--- src/rtl/dmem_loader.sv ---
// dmem_loader: streams bytes into data memory as big-endian words, otherwise passes the CPU port through.
// Define DMEM_LOADER_CHECKSUM_EN to add a running sum of the words written by each load.
`ifndef DATA_W
`define DATA_W 32
`endif

module dmem_loader (
    input  logic               clk,
    input  logic               rst,
    input  logic               start,
    input  logic [15:0]        base,
    input  logic [15:0]        len,
    input  logic               in_valid,
    input  logic [7:0]         in_data,
    output logic               in_ready,
    input  logic [15:0]        cpu_a,
    input  logic [`DATA_W-1:0] cpu_wd,
    input  logic               cpu_we,
    output logic [15:0]        mem_a,
    output logic [`DATA_W-1:0] mem_wd,
    output logic               mem_we,
    output logic               busy,
`ifdef DMEM_LOADER_CHECKSUM_EN
    output logic [`DATA_W-1:0] checksum,
`endif
    output logic               done
);

    typedef enum logic [1:0] {StIdle, StLoad, StWrite, StDone} state_e;

    state_e               state_q;
    logic [15:0]          base_q;
    logic [15:0]          len_q;
    logic [15:0]          word_cnt_q;
    logic [1:0]           byte_cnt_q;
    logic [`DATA_W-1:0]   shift_q;
    logic                 busy_q;
    logic                 done_q;
    logic                 in_ready_q;
    logic                 wr_q;
`ifdef DMEM_LOADER_CHECKSUM_EN
    logic [`DATA_W-1:0]   checksum_q;
`endif

    always_ff @(posedge clk) begin
        if (rst) begin
            state_q    <= StIdle;
            base_q     <= '0;
            len_q      <= '0;
            word_cnt_q <= '0;
            byte_cnt_q <= '0;
            shift_q    <= '0;
            busy_q     <= 1'b0;
            done_q     <= 1'b0;
            in_ready_q <= 1'b0;
            wr_q       <= 1'b0;
`ifdef DMEM_LOADER_CHECKSUM_EN
            checksum_q <= '0;
`endif
        end else begin
            done_q <= 1'b0;
            wr_q   <= 1'b0;
            unique case (state_q)
                StIdle: begin
                    if (start) begin
                        base_q     <= base;
                        len_q      <= len;
                        word_cnt_q <= '0;
                        byte_cnt_q <= '0;
                        shift_q    <= '0;
                        busy_q     <= 1'b1;
`ifdef DMEM_LOADER_CHECKSUM_EN
                        checksum_q <= '0;
`endif
                        if (len != 16'd0) begin
                            state_q    <= StLoad;
                            in_ready_q <= 1'b1;
                        end else begin
                            state_q <= StDone;
                            done_q  <= 1'b1;
                        end
                    end
                end
                StLoad: begin
                    // in_ready_q is always set in this state, so in_valid alone qualifies a byte
                    if (in_valid) begin
                        shift_q    <= {shift_q[`DATA_W-9:0], in_data};
                        byte_cnt_q <= byte_cnt_q + 2'd1;
                        if (byte_cnt_q == 2'd3) begin
                            state_q    <= StWrite;
                            in_ready_q <= 1'b0;
                            wr_q       <= 1'b1;
                        end
                    end
                end
                StWrite: begin
                    word_cnt_q <= word_cnt_q + 16'd1;
`ifdef DMEM_LOADER_CHECKSUM_EN
                    checksum_q <= checksum_q + shift_q;
`endif
                    if (word_cnt_q + 16'd1 == len_q) begin
                        state_q <= StDone;
                        done_q  <= 1'b1;
                    end else begin
                        state_q    <= StLoad;
                        in_ready_q <= 1'b1;
                    end
                end
                StDone: begin
                    state_q <= StIdle;
                    busy_q  <= 1'b0;
                end
                default: state_q <= StIdle;
            endcase
        end
    end

    // CPU port is only visible while idle; the address adder wraps at 16 bits.
    always_comb begin
        mem_a  = cpu_a;
        mem_wd = cpu_wd;
        mem_we = cpu_we;
        if (busy_q) begin
            mem_a  = base_q + word_cnt_q;
            mem_wd = shift_q;
            mem_we = wr_q;
        end
    end

    assign busy     = busy_q;
    assign done     = done_q;
    assign in_ready = in_ready_q;
`ifdef DMEM_LOADER_CHECKSUM_EN
    assign checksum = checksum_q;
`endif

endmodule
--- config.mk ---
export PLATFORM = sky130hd
export DESIGN_NAME = dmem_loader
export DESIGN_NICKNAME = d
export VERILOG_FILES = /design/src/rtl/dmem_loader.sv
export SDC_FILE = /design/constraint.sdc
export NUM_CORES = 1
export LEC_CHECK = 0
export CAP_MARGIN = 25
export CELL_PAD_IN_SITES_DETAIL_PLACEMENT = 2
export CELL_PAD_IN_SITES_GLOBAL_PLACEMENT = 2
export CORE_MARGIN = 2
export CORE_UTILIZATION = 30
export CTS_BUF_LIST = sky130_fd_sc_hd__clkbuf_4
export CTS_CLUSTER_SIZE = 10
export DETAILED_ROUTE_END_ITERATION = 16
export MAX_ROUTING_LAYER = met4
export PLACE_DENSITY_LB_ADDON = 0.05
export SLEW_MARGIN = 20
export SYNTH_ARGS = -nofsm -noshare
export SYNTH_HDL_FRONTEND = slang
export SYNTH_SLANG_ARGS = --single-unit
export TNS_END_PERCENT = 30
--- constraint.sdc ---
create_clock -name clk -period 4.78 [get_ports clk]
set_input_delay 1.434 -clock clk [delete_from_list [all_inputs] [get_ports clk]]
set_output_delay 1.434 -clock clk [all_outputs]
set_load 0.01 [all_outputs]
== Word level (Yosys, flattened, before mapping) ==
Cells that the tools add are included.

* Add/sub/neg operators: 3
* Bitwise operators: 2
* Reductions and logical operators: 13
* Equality and inequality tests: 10
* Mux-type cells: 30

{| class="wikitable"
|+ Operators by type and width
! operator !! number
|-
| 32-bit 2-to-1 mux || 3
|-
| 32-bit case mux with 2 select lines || 1
|-
| 16-bit 2-to-1 mux || 2
|-
| 16-bit case mux with 2 select lines || 1
|-
| 16-bit by 1-bit adder with 16-bit output, second input constant || 1
|-
| 16-bit adder || 1
|-
| 16-bit equality test || 1
|-
| 16-bit nonzero test || 1
|-
| 2-bit 2-to-1 mux || 7
|-
| 1-bit 2-to-1 mux || 11
|-
| 2-bit inequality test, second input constant || 5
|-
| 2-bit case mux with 4 select lines || 1
|-
| 2-bit equality test, second input constant || 3
|-
| 2-bit AND reduction || 3
|-
| 3-bit AND reduction || 2
|-
| 6-bit AND reduction || 1
|-
| 2-bit nonzero test || 3
|-
| 1-bit case mux with 2 select lines || 2
|-
| 2-bit case mux with 2 select lines || 1
|-
| 1-bit case mux with 3 select lines || 1
|-
| 3-bit nonzero test || 1
|-
| 3-bit OR reduction || 1
|-
| 2-bit by 1-bit adder with 2-bit output, second input constant || 1
|-
| 2-bit by 1-bit equality test with 1-bit output, second input constant || 1
|-
| other kinds (2) || 3
|}

* Word-level logic and storage cells: 68
* Register bits: 88
* Output and inout bits: 52
* Input bits: 93

== Logic depth before layout (Yosys ltp) ==
Gate-level depths: netlist (run 1).

* Depth in word-level cells: 4
* Mapped depth: 9
* Mapped depth without buffers: 9

== Least setup slack after synthesis (run 1) ==
OpenSTA, ideal clock, no wires.

* Path kind: register to output
* From: register word_cnt_q[6]
* To: output port mem_a[15]
* Cell stages (with the launch flop): 9
* Setup slack: 1.179 ns
* Path buffers: 1
* Arrival: 2.167 ns
* Required time: 3.346 ns
* Cells stage by stage: dfxtp_1 ha_1 clkbuf_1 and4_1 and2_1 a221o_1 o31a_1 xnor2_1 mux2_2

* Cells in the longest elaborated chain, start to end: 2

{| class="wikitable"
|+ Ends and longest elaborated chain
! what !! RTL line !! text
|-
| from (decl) || 34 || <nowiki>logic [15:0] word_cnt_q;</nowiki>
|-
| from (signal assigned) || 97 || <nowiki>word_cnt_q <= word_cnt_q + 16'd1;</nowiki>
|-
| 16-bit adder || 124 || <nowiki>mem_a = base_q + word_cnt_q;</nowiki>
|-
| 16-bit 2-to-1 mux || 123 || <nowiki>if (busy_q) begin</nowiki>
|-
| to (decl) || 19 || <nowiki>output logic [15:0] mem_a,</nowiki>
|}

No other way between the ends.

== Worst setup path in the final report (run 1) ==
* From: register word_cnt_q[5]
* To: output port mem_a[15]

Same word-level chain as after synthesis.

==> results.ini, run 1 <==
[critical_path]
timing.critical_path.from_type = flop
slowest_delay_ns = 0.47
critPathArrivalTime_ns = 3.17
slowest_stage = clkdlybuf4s50_1
worstPathRequired_ns = 3.35
reg2reg_slack_ns = 1.91
critical_path.cell_chain = ha_2, and4_1, and2_1, a221o_1, o31a_1, xnor2_1, mux2_2, clkdlybuf4s50_1
worst_r2r_startpoint = word_cnt_q[0]
worstPathMaxFanout = 11
reg2regPathDepth = 8
critPathCaptureType = output pin
worst-setup-path-type = reg -> out
regToRegEndpoint = state_q[1]

[timing]
finClkSkew_ns = 0.0189
slew_viol_final = 0
period_needed_ns = 4.61
fmax_mhz = 217
final_min_period_over_clock_period = 0.964
grt_setup_unrepaired = true
setup_viol = 0
hold_violations = 0
worstMarginPinSlew_ns = 0.778
hold_ws_ns = 0.469
timing.max_slew.rel_slack = 0.479

[logic_synthesis]
synth_cell_type_count = 66
post_synth.cell_area_avg_um2 = 7.82
synth_sequential_area_ratio = 0.338
ys_ff_latch = 88
ys.flop_type = dfxtp_1
syn-cell-area_um2 = 5220
synth-async-reset-ratio = 0
ys_warn_count = 0
syn-instance-count = 667
synth-edff-count = 0
mappedNetlistNets = 778

[detailed_routing]
route.met2.wl_mm = 8.94
top_layer_used = met4
final_wirelength_mm = 18.5
route.antenna.remaining_nets = 0
drt_iter0_drc = 140
route.met3.wl_um = 512
route.detailed.drc = 0
initial_drt_pass_iterations = 4
vias = 5360
routed_wire_length_per_instance_um = 18.2
via_count_normalized_by_instance_count = 5.28
wl_met1_mm = 8.90

[placed_design]
portBuffers = 144
dp_hpwl_mm = 14.3
gpl_wtd_cong = 0.797
placedCellCount = 1000

[min_path]
hold_path.startpoint = shift_q[24]
min_to = shift_q[24]
hp-class = reg -> reg
hold-path-cell-count = 2

[outcome]
run_status = finished, final reports clean

[power_and_ir_drop]
ir_worst_vdd_mv = 0.140
p_leak_nw = 2.56
totalPowerFinal_w = 0.00178
power_density_of_the_placed_cells_nw_per_um2 = 254

[cells_and_area]
drive_gt1_frac = 0.118
final_cells = 1016
design.final.nets = 897
n_fill_cell = 1980
seqCellArea_um2 = 1780
multiInputGateArea_um2 = 3240
layout.cells.most_common = clkdlybuf4s50_1
area_delta_synth_final_pct = 34.7
antenna_cells_inserted = 0
layout_common_cells = 143 x clkdlybuf4s50_1, 128 x nand2_1, 95 x a21oi_1, 80 x dfxtp_1, 42 x nand3_1

[cts]
clock_path_buffers = 2
clk_pin_slew_worst_paths_ns = 0.15
cts-htree-levels = 3
cts_buffers = 9
cts.root.buffer_cell = clkbuf_4
cts_tree = done
post-cts-setup-buffers = 0
cts.sink_count = 88
clock_latency_late_sink_ns = 0.46

[floorplan]
die-height_um = 136
fp.dieArea_um2 = 18500
io_pins = 145
floorplan.initialDensity = 0.304
die_width_um = 136
placeableCoreArea_um2 = 17200
placementRows = 48

[grt]
grt_remaining_overflow = 0
first_pass_grt_wire_length_mm = 29.6
first_global_vias = 5610
grt_antenna_before_repair = 0
grt_util_all_layers = 0.210
maximum_number_of_pins_on_one_net_before_global_route_repair = 44

[job]
drv_cap = 0

kinds of logic (layout without fill, tap and decap cells):
group,after synthesis,after routing,synth area share
AND/OR/NAND/NOR,260,260,0.233
flip-flops,88,88,0.338
multiplexers,42,42,0.0899
adder cells (fa/ha/maj),18,18,0.0446
XOR/XNOR,29,29,0.0487
AO/OA/AOI/OAI,173,173,0.201
buffers and inverters,57,181,0.0456
through the flow:
| stage | setup WS (ns) | setup TNS, ns | area (µm²) | util |
|---|---|---|---|---|
| 2_1_floorplan | 1.18 | 0 | 5220 | - |
| 3_3_place_gp | 0.536 | 0 | 6850 | 0.399 |
| 3_5_place_dp | 0.482 | 0 | 6850 | 0.399 |
| 6_report | 0.173 | 0 | 7030 | 0.409 |
| 5_1_grt | -0.00719 | -0.0123 | 7030 | 0.409 |
| 4_1_cts | 0.00148 | 0 | 7010 | 0.408 |
area by class of cell:
class,instances,share of cell area
Timing Repair Buffer,156,0.219
Inverter,9,0.00481
Sequential cell,88,0.253
Clock inverter,6,0.0117
Multi-Input combinational cell,522,0.461
Clock buffer,10,0.0107
Tap cell,225,0.0400
cell usage after synthesis (8+ instances only):
library cell | count | share of area
xor2_1 | 12 | 0.020
clkbuf_1 | 37 | 0.027
nor2_1 | 28 | 0.020
nand3_1 | 42 | 0.040
mux2_2 | 39 | 0.084
inv_1 | 8 | 0.0058
o21ai_0 | 21 | 0.020
dfxtp_1 | 88 | 0.34
nor4_1 | 8 | 0.0096
xnor2_1 | 17 | 0.029
nor3_1 | 9 | 0.0086
a21oi_1 | 97 | 0.093
nand2_1 | 128 | 0.092
ha_1 | 17 | 0.041
worst max path at each step:
stage / to / cells after the start / from / slack, ns
floorplan: mem_a[15] / 8 / word_cnt_q[6] / 1.18
global placement: mem_a[15] / 8 / word_cnt_q[5] / 0.54
detailed placement: mem_a[15] / 8 / word_cnt_q[5] / 0.48
CTS: mem_a[15] / 8 / word_cnt_q[4] / 0.001
global route: mem_a[15] / 8 / word_cnt_q[1] / -0.007
finish: mem_a[15] / 8 / word_cnt_q[5] / 0.17
registers in the layout, summed over array words and instances (netlist names):
signal / cells
byte_cnt_q: 2
done: 1
shift_q: 32
word_cnt_q: 16
state_q: 2
busy: 1
len_q: 16
base_q: 16
wr_q: 1
in_ready: 1
critical path: cells and delay by family (launching register included):
kind / cells / cell delay (ns)
multiplexers: 1 / 0.27
AND/OR/NAND/NOR: 2 / 0.40
flip-flops: 1 / 0.45
XOR/XNOR: 1 / 0.13
adder cells (fa/ha/maj): 1 / 0.33
buffers and inverters: 1 / 0.47
AO/OA/AOI/OAI: 2 / 0.66
routing by layer:
layer / global-route usage / up-vias
li1: - / 2604
met1: 0.275 / 2651
met2: 0.348 / 95
met3: 0.0261 / 10
met4: 0.0451 / 0
met5: - / -
power by group:
group / switching (W) / internal, W / total (W)
logic: 0.000247 / 0.000254 / 0.000501
registers: 0.0000359 / 0.000762 / 0.000798
clock network: 0.000269 / 0.000217 / 0.000486
what timing repair did:
action,CTS,global route
gates resized for setup,3,12
hold buffers,0,0
hold endpoints to repair,0,0
setup endpoints to repair,2,3
(Power assumes the default switching activity.)
==> run 2: changes to the inputs <==
--- a/config.mk
+++ b/config.mk
@@ -5,7 +5,6 @@
 export SDC_FILE = /design/constraint.sdc
 export NUM_CORES = 1
 export LEC_CHECK = 0
-export CAP_MARGIN = 25
 export CELL_PAD_IN_SITES_DETAIL_PLACEMENT = 2
 export CELL_PAD_IN_SITES_GLOBAL_PLACEMENT = 2
 export CORE_MARGIN = 2
==> results of run 2 <==
No change in the layout: final DEF, timing and power equal those of run 1.
==> run 3: changes to the inputs <==
--- a/config.mk
+++ b/config.mk
@@ -5,10 +5,11 @@
 export SDC_FILE = /design/constraint.sdc
 export NUM_CORES = 1
 export LEC_CHECK = 0
+export ABC_AREA = 1
 export CELL_PAD_IN_SITES_DETAIL_PLACEMENT = 2
 export CELL_PAD_IN_SITES_GLOBAL_PLACEMENT = 2
 export CORE_MARGIN = 2
-export CORE_UTILIZATION = 30
+export CORE_UTILIZATION = 28
 export CTS_BUF_LIST = sky130_fd_sc_hd__clkbuf_4
 export CTS_CLUSTER_SIZE = 10
 export DETAILED_ROUTE_END_ITERATION = 16
==> results.ini, run 3 <==
[floorplan]
fp.dieArea_um2 = 20100
die-height_um = 142
placeableCoreArea_um2 = 18700
io_pins = 145
placementRows = 50
die_width_um = 142
floorplan.initialDensity = 0.284

[logic_synthesis]
synthTopCellsByCount = 240 x nand2_1, 103 x nor2_1, 88 x dfxtp_1
synth_simple_gate_area_frac = 0.346
synth_largest_type_area_fraction = 0.331
synth_sequential_area_ratio = 0.331
syn-cell-area_um2 = 5320
mappedNetlistNets = 960
synthAdderAreaFrac = 0.0437
syn-instance-count = 849
yosys.cell_count.top_type = nand2_1
synth-edff-count = 0
synth_compound_gate_area_share = 0.181
synth_mux_area_frac = 0
netlist_top_cells_area = dfxtp_1 33%, nand2_1 17%, a21oi_1 7.4%
dominant_combinational_cell_family_by_area_after_synthesis = simple AND/OR/NAND/NOR gates
post_synth.cell_area_avg_um2 = 6.27
synth_xor_area_frac = 0.0181
ys_ff_latch = 88
ys.flop_type = dfxtp_1
netlist.top_cell.by_area = dfxtp_1
synth-async-reset-ratio = 0
ys_warn_count = 0
synth_cell_type_count = 35

[cells_and_area]
design.final.nets = 1088
seqCellArea_um2 = 1770
multiInputGateArea_um2 = 3140
layout_common_cells = 240 x nand2_1, 144 x clkdlybuf4s50_1, 103 x nor2_1, 85 x dfxtp_1
layout.cells.most_common = nand2_1
regMostFlops = shift_q
drive_gt1_frac = 0.0601
largest_register_ff_count = 32
area_delta_synth_final_pct = 34.5
n_fill_cell = 2274

[critical_path]
reg2reg_slack_ns = 2.10
regToRegEndpoint = byte_cnt_q[0]
timing.critical_path.from_type = flop
critPathCaptureType = output pin
worstPathRequired_ns = 3.35
critPathArrivalTime_ns = 3.13
worst_r2r_startpoint = state_q[0]
worst-setup-path-type = reg -> out
worstPathMaxFanout = 6
reg2regPathDepth = 9

[grt]
globalRouteMet2Util = 0.426
grt_remaining_overflow = 0
grt_antenna_before_repair = 1
first_pass_grt_wire_length_mm = 34.6
met1_usage = 0.242
maximum_number_of_pins_on_one_net_before_global_route_repair = 54
grt_util_all_layers = 0.223
grt_busiest_layer = met2
met3_usage = 0.0395
first_global_vias = 6837

[detailed_routing]
final_wirelength_mm = 21.1
drt_iter0_drc = 226
routed_wire_length_per_instance_um = 17.3
route.antenna.remaining_nets = 0
via_count_normalized_by_instance_count = 5.00
vias = 6079
route.detailed.drc = 0
initial_drt_pass_iterations = 4

[cts]
cts_buffers = 9
cts_tree = done
cts.sink_count = 88
cts.root.buffer_cell = clkbuf_4
clock_path_buffers = 2
cts-htree-levels = 3
clock_latency_late_sink_ns = 0.48
clk_pin_slew_worst_paths_ns = 0.15
post-cts-setup-buffers = 0

[placed_design]
preCtsSetupSlack_ns = 0.657
portBuffers = 144
gpl_wtd_cong = 0.847
dp_hpwl_mm = 16.4

[timing]
timing.max_slew.rel_slack = 0.464
worstMarginPinSlew_ns = 0.802
layout_setup_ws_ns = 0.216
grt_setup_unrepaired = false
finalSetupTns_ns = 0
period_needed_ns = 4.56
fmax_mhz = 219
finClkSkew_ns = 0.0190
hold_violations = 0
setup_viol = 0
slew_viol_final = 0
final_min_period_over_clock_period = 0.955

[min_path]
min_to = len_q[6]
hold-path-cell-count = 2
hp-class = reg -> reg
hold_path.startpoint = len_q[6]

[power_and_ir_drop]
ir_worst_vdd_mv = 0.150
p_leak_nw = 3.13
power_density_of_the_placed_cells_nw_per_um2 = 289

[outcome]
run_status = finished, final reports clean

[job]
drv_cap = 0

==> run 3: critical path: stages (launching register included) <==
cell and delay, ns:
dfxtp_1 0.51, ha_1 0.35, a21oi_1 0.20, o21ai_0 0.13
nand2_1 0.07, nand4_1 0.17, a21o_1 0.22, or2_2 0.28
a31oi_1 0.15, clkdlybuf4s50_1 0.56
==> run 3: what timing repair did <==
action,CTS,global route
setup endpoints to repair,0,4
hold buffers,0,0
resized for setup,0,4
==> run 3: layout make-up <==
class                   instances  area share
diodes                          1    0.000350
repair buffers                155       0.213
multi-input cells             650       0.438
clock inverters                 6      0.0117
inverters                      73      0.0383
well taps                     234      0.0409
clock buffers                  10      0.0105
flip-flops and latches         88       0.247
==> run 3: through the flow <==
step	area (µm²)	total power (W)	hold WS (ns)	util	std cells
2_1_floorplan	5320	0.00125	0.444	-	849
3_3_place_gp	6990	0.00156	0.456	0.373	1200
3_5_place_dp	6990	0.00159	0.477	0.373	1200
4_1_cts	7140	0.00210	0.495	0.382	1216
5_1_grt	7150	0.00221	0.526	0.382	1217
6_report	7150	0.00206	0.491	0.382	1217
==> run 3: power by group <==
group | switching, W | internal, W
clock network | 0.000282 | 0.000215
registers | 0.0000659 | 0.000820
logic | 0.000383 | 0.000298
==> run 3: routing by layer <==
layer / vias up / routed length [µm]
met4: 0 / 212
met2: 86 / 11400
li1: 3011 / -
met3: 12 / 535
met1: 2970 / 8920
met5: - / 0
==> run 3: cell families (layout without fill, tap and decap cells) <==
family / Yosys count / in the layout
AND/OR/NAND/NOR: 439 / 439
AO/OA/AOI/OAI: 182 / 182
buffers and inverters: 111 / 244
flip-flops: 88 / 88
adder cells (fa/ha/maj): 18 / 18
XOR/XNOR: 11 / 11
other: 0 / 1
==> run 3: how the worst max path moves through the flow <==
stage / start / end / slack [ns]
4_1_cts: word_cnt_q[2] / mem_a[13] / 0.11
5_1_grt: word_cnt_q[5] / mem_a[13] / 0.03
3_3_place_gp: cpu_a[12] / mem_a[12] / 0.70
6_report: word_cnt_q[4] / mem_a[13] / 0.22
3_5_place_dp: cpu_a[13] / mem_a[13] / 0.66
2_1_floorplan: word_cnt_q[4] / mem_a[13] / 1.52
